## src/rtl/seq_mul_hs_if.sv

```systemverilog
// seq_mul_hs_if: operand/result handshake bundle for the sequential multiplier
interface seq_mul_hs_if #(parameter int WIDTH = 8);
    logic                 in_valid;
    logic                 in_ready;
    logic                 signed_mode;
    logic [WIDTH-1:0]     num1;
    logic [WIDTH-1:0]     num2;
    logic                 out_valid;
    logic                 out_ready;
    logic [2*WIDTH-1:0]   result;
    logic                 busy;
    modport master (
        output in_valid, signed_mode, num1, num2, out_ready,
        input  in_ready, out_valid, result, busy
    );
    modport slave (
        input  in_valid, signed_mode, num1, num2, out_ready,
        output in_ready, out_valid, result, busy
    );
endinterface

```

## src/rtl/seq_mul_hs.sv

```systemverilog
// seq_mul_hs: shift-add multiplier, one multiplier bit per clock, valid/ready on both sides
module seq_mul_hs #(
    parameter int WIDTH      = 8,
    parameter bit EARLY_EXIT = 1'b0
) (
    input logic           clk,
    input logic           rst_n,
    seq_mul_hs_if.slave   bus
);
    localparam int CW = $clog2(WIDTH + 1);
    typedef enum logic [1:0] {IDLE, CALC, DONE} state_t;
    state_t             state, state_next;
    logic [WIDTH-1:0]   mcand, mplier, mag1, mag2;
    logic               neg, last, accept;
    logic [2*WIDTH-1:0] acc, acc_next, result_q;
    logic [CW-1:0]      count;
    assign accept   = state == IDLE && bus.in_valid;
    assign mag1     = (bus.signed_mode && bus.num1[WIDTH-1]) ? -bus.num1 : bus.num1;
    assign mag2     = (bus.signed_mode && bus.num2[WIDTH-1]) ? -bus.num2 : bus.num2;
    assign acc_next = acc + (mplier[0] ? ({{WIDTH{1'b0}}, mcand} << count) : '0);
    // early exit fires once no set bits remain above the one consumed this step
    assign last     = count == CW'(WIDTH - 1) || (EARLY_EXIT && mplier[WIDTH-1:1] == '0);
    always_ff @(posedge clk)
        state <= !rst_n ? IDLE : state_next;
    always_comb begin
        state_next = state;
        if (accept)
            state_next = CALC;
        else if (state == CALC && last)
            state_next = DONE;
        else if (state == DONE && bus.out_ready)
            state_next = IDLE;
    end
    always_ff @(posedge clk) begin
        if (!rst_n) begin
            mcand    <= '0;
            mplier   <= '0;
            neg      <= 1'b0;
            acc      <= '0;
            count    <= '0;
            result_q <= '0;
        end else if (accept) begin
            mcand  <= mag1;
            mplier <= mag2;
            neg    <= bus.signed_mode & (bus.num1[WIDTH-1] ^ bus.num2[WIDTH-1]);
            acc    <= '0;
            count  <= '0;
        end else if (state == CALC) begin
            acc    <= acc_next;
            mplier <= mplier >> 1;
            count  <= count + CW'(1);
            if (last)
                result_q <= neg ? -acc_next : acc_next;
        end
    end
    assign bus.in_ready  = state == IDLE;
    assign bus.out_valid = state == DONE;
    assign bus.busy      = state != IDLE;
    assign bus.result    = result_q;
endmodule

```

## src/flat_wrapper.sv

```systemverilog
// flat-port wrapper written by rule: the top's interface ports become plain ports
module seq_mul_hs_flat 
#(
    parameter int WIDTH      = 8,
    parameter bit EARLY_EXIT = 1'b0
)
  (clk, rst_n, bus_in_valid, bus_signed_mode, bus_num1, bus_num2, bus_out_ready, bus_in_ready, bus_out_valid, bus_result, bus_busy);
  seq_mul_hs_if #(.WIDTH(WIDTH)) bus_i ();
  input logic clk;
  input logic rst_n;
  input wire logic [$bits(bus_i.in_valid)-1:0] bus_in_valid;
  input wire logic [$bits(bus_i.signed_mode)-1:0] bus_signed_mode;
  input wire logic [$bits(bus_i.num1)-1:0] bus_num1;
  input wire logic [$bits(bus_i.num2)-1:0] bus_num2;
  input wire logic [$bits(bus_i.out_ready)-1:0] bus_out_ready;
  output wire logic [$bits(bus_i.in_ready)-1:0] bus_in_ready;
  output wire logic [$bits(bus_i.out_valid)-1:0] bus_out_valid;
  output wire logic [$bits(bus_i.result)-1:0] bus_result;
  output wire logic [$bits(bus_i.busy)-1:0] bus_busy;
  assign bus_i.in_valid = bus_in_valid;
  assign bus_i.signed_mode = bus_signed_mode;
  assign bus_i.num1 = bus_num1;
  assign bus_i.num2 = bus_num2;
  assign bus_i.out_ready = bus_out_ready;
  assign bus_in_ready = bus_i.in_ready;
  assign bus_out_valid = bus_i.out_valid;
  assign bus_result = bus_i.result;
  assign bus_busy = bus_i.busy;
  seq_mul_hs #(.WIDTH(WIDTH), .EARLY_EXIT(EARLY_EXIT)) u_core (.clk(clk), .rst_n(rst_n), .bus(bus_i));
endmodule
```

## config.mk

```make
export PLATFORM = sky130hd
export DESIGN_NAME = seq_mul_hs_flat
export DESIGN_NICKNAME = d
export VERILOG_FILES = /design/src/rtl/seq_mul_hs_if.sv /design/src/rtl/seq_mul_hs.sv /design/src/flat_wrapper.sv
export SDC_FILE = /design/constraint.sdc
export NUM_CORES = 1
export LEC_CHECK = 0
export CAP_MARGIN = 5
export CORE_MARGIN = 2
export CORE_UTILIZATION = 55
export CTS_CLUSTER_DIAMETER = 100
export DETAILED_ROUTE_END_ITERATION = 16
export PLACE_DENSITY_LB_ADDON = 0.15
export SETUP_SLACK_MARGIN = 0.4
export SYNTH_ARGS = -nofsm -noshare
export SYNTH_HDL_FRONTEND = slang
export SYNTH_SLANG_ARGS = --single-unit
```

## constraint.sdc

```tcl
create_clock -name clk -period 5 [get_ports clk]
set_input_delay 1 -clock clk [delete_from_list [all_inputs] [get_ports clk]]
set_output_delay 1 -clock clk [all_outputs]
set_load 0.1 [all_outputs]
```

==> flow_summary_export.csv <==
group,metric,value,unit
run_status,status,"finished, final reports clean",
sta,worst_pin_slew,1.15,ns
yosys,synth_edf_count,0,
min_path,hold_end,"u_core.acc[3]$_SDFFE_PP0P_",
yosys,synth_compound_gate_area_share,23.0,%
cts,clock-sinks,55,
min_path,hold_depth,2,
pwr,seq_power_share,53.3,%
critical_path,r2r-end,"u_core.bus.result[15]$_SDFFE_PN0P_",
detailed_routing,post_drt_wl_per_cell,14.6,um
grt,grt.overflow.total,0,
cts,root_buffer,"clkbuf_8",
sta,slew_viol_final,0,
yosys,async_reset_ff_share,0,%
grt,grt_pass1_vias,3234,
critical_path,worstRegToRegCells,15,
detailed_routing,drc,0,
yosys,synthSimpleGateAreaFrac,23.1,%
sta,finalHoldViolCount,0,
die,dieWidth,86.3,um
detailed_routing,drt_first_pass_iters,4,
cts,hold_buffers,0,
cts,clockBufferDepth,2,
yosys,synth_top_family_by_area,"simple AND/OR/NAND/NOR gates",
yosys,yosys.area_share.adder,6.92,%
cts,path_clk_slew,0.10,ns
yosys,synth_top_cell_area_share,29.6,%
yosys,syn_nets,538,
sta,skew,0.00578,ns
yosys,synth_area_leaders,"dfxtp_1 (30%), nand2_1 (7.6%), ha_1 (6.4%)",
sta,finalCritPeriodShare,84.0,%
yosys,synthesis.area,0.00373,mm2
die,die_h,86.3,um
layout,diodes,0,
pwr,power.internal,0.000611,W
cts,clock_latency,0.31,ns
die,initial_utilization,57.7,%
cts,cts_tree,"built",
yosys,synthMuxAreaShare,3.96,%
min_path,hp-class,"reg2reg",
pwr,switchingPower,0.000266,W
sta,final.setup.tns,0,ns
sta,clock.fmax,238,MHz
yosys,synth_common_cells,"nand2_1 (75), nor2_1 (57), dfxtp_1 (55)",
layout,drive_gt1_share,4.47,%
yosys,ys.flop_type,"dfxtp_1",
sta,rsz0062_at_grt,"no",
die,ios,40,
pwr,leakage,1.68,nW
critical_path,cp_data_required_time,5.20,ns
critical_path,crit_fanout,16,
die,design.core.area,0.00646,mm2
yosys,postSynthAreaPerCell,7.50,um2
detailed_routing,viasPerCell,5.89,
critical_path,end_kind,"flop",
critical_path,critPathKind,"reg2reg",
job,drv_cap,0,
yosys,synth_warnings,0,
placed_design,port_buffers,39,
pwr,p_per_area,209,mW/mm2
critical_path,arrival,4.40,ns
cts,htreeDepth,2,
yosys,syn_inst,497,
min_path,hold_start,"u_core.acc[3]$_SDFFE_PP0P_",
grt,grt_max_degree,33,
cts,cts_buffers,5,
grt,grt_pass1_wl,14.7,mm
detailed_routing,num_vias,3486,
grt,antenna_found_initial,0,
sta,max_slew_margin,23.3,%
placed_design,dp_hpwl,6.51,mm
critical_path,r2r_start,"u_core.count[1]$_SDFFE_PP0P_",
yosys,yosysSeqAreaShare,29.6,%
detailed_routing,postRouteAntennaNets,0,
yosys,synth_cell_type_count,53,
grt,track_usage,24.2,%
die,dieArea,0.00745,mm2
placed_design,gp_congestion,0.920,
cts,cts_resized,0,
yosys,synth_top_area_cell,"dfxtp_1",
critical_path,reg2reg_slack,0.80,ns
cts,cts_setup_buffers,0,
pwr,power_frac_comb,17.7,%
pwr,swShare,30.3,%
sta,min_period,4.20,ns
layout,area_growth,12.6,%
detailed_routing,wl,8.64,mm
die,rows,29,
critical_path,critPathLaunchType,"flop",
yosys,yosysMostFrequentCell,"nand2_1",
sta,setup_viol,0,
pwr,power_frac_clock,29.0,%
layout,fin_util,64.9,%
yosys,yosys_register_bits,55,
yosys,yosys.area_share.xor_xnor,8.93,%
detailed_routing,drt_iter0_drc,153,
layout,finalNetCount,555,
pwr,irDropWorstVdd,0.119,mV
[how the worst max path moves through the flow]
stage / slack [ns] / start / end / cells past startpoint
after floorplan: 0.92 / u_core.count[1]$_SDFFE_PP0P_ / u_core.bus.result[15]$_SDFFE_PN0P_ / 17
after global placement: 0.78 / u_core.count[1]$_SDFFE_PP0P_ / u_core.bus.result[14]$_SDFFE_PN0P_ / 16
after global routing: 0.54 / u_core.count[1]$_SDFFE_PP0P_ / u_core.bus.result[15]$_SDFFE_PN0P_ / 15
after CTS: 0.65 / u_core.count[1]$_SDFFE_PP0P_ / u_core.bus.result[15]$_SDFFE_PN0P_ / 15
after detailed placement: 0.67 / u_core.count[1]$_SDFFE_PP0P_ / u_core.bus.result[15]$_SDFFE_PN0P_ / 15
final: 0.80 / u_core.count[1]$_SDFFE_PP0P_ / u_core.bus.result[15]$_SDFFE_PN0P_ / 15
[routing by layer]
metal,GRT usage [%],share of wire (%),vias up
met5,0,0,-
met4,8.24,1.6,0
met3,2.86,3.6,12
met2,43.9,50,84
met1,29.6,44,1599
li1,-,-,1791
[cell type report]
class / count / area [um2]
inverter: 15 / 56.3
clock inverter: 3 / 18.8
timing repair buffer: 40 / 398
sequential: 55 / 1100
tap: 77 / 96.3
fill: 599 / 2260
clock buffer: 5 / 68.8
multi-input combinational: 397 / 2450
[cell usage in the layout (no fill, tap or decap), drive strengths merged, types with 15 or more instances in the layout]
cell and n:
xor2 19, dfxtp 55, xnor2 19, nand2 75
a21oi 46, nand3 16, ha 19, inv 15
nor2 57, o21ai 19, clkdlybuf4s50 39, a211oi 15
[sequential cells by signal, indices dropped and copies added, names as in the netlist]
signal / count
u_core.bus.result: 16
u_core.mplier: 8
u_core.acc: 16
u_core.state: 2
u_core.mcand: 8
u_core.neg: 1
u_core.count: 4
[through the flow]
step	instances	setup slack, ns	area (um2)	power (W)	hold WS (ns)
2_1_floorplan	497	0.923	3730	0.000583	0.441
3_3_place_gp	584	0.781	4110	0.000628	0.446
3_5_place_dp	584	0.666	4110	0.000631	0.453
4_1_cts	592	0.647	4190	0.000879	0.468
5_1_grt	592	0.536	4190	0.000914	0.481
6_report	592	0.799	4190	0.000877	0.467
[power groups by stage]
stage	Clock (W)	Sequential (W)	Combinational (W)
global route	0.000273	0.000470	0.000172
global placement	0	0.000476	0.000152
finish	0.000255	0.000467	0.000155
CTS	0.000257	0.000467	0.000155
detailed placement	0	0.000477	0.000154
floorplan	0	0.000469	0.000115
[worst max-delay path: stages (launching register included)]
cell       delay [ns]
dfxtp_2          0.55
mux2i_1          0.28
mux2_2           0.21
nor2_1           0.04
a31oi_1          0.21
nor2_1           0.07
ha_1             0.36
a21o_1           0.23
a31o_1           0.25
or2_0            0.24
o311ai_2         0.43
nand4_1          0.19
or3_1            0.40
o41a_1           0.41
nand4bb_1        0.12
o211ai_1         0.10
[cell families (layout without fill, tap and decap cells)]
kind of cell | Yosys count | count (layout)
AOI/OAI and AO/OA | 131 | 131
xor gates and xnor gates | 38 | 38
adders and majority gates | 20 | 20
buffers and inverters | 45 | 63
DFF | 55 | 55
muxes | 14 | 14
and+or+nand+nor | 194 | 194
(Power assumes the default switching activity.)
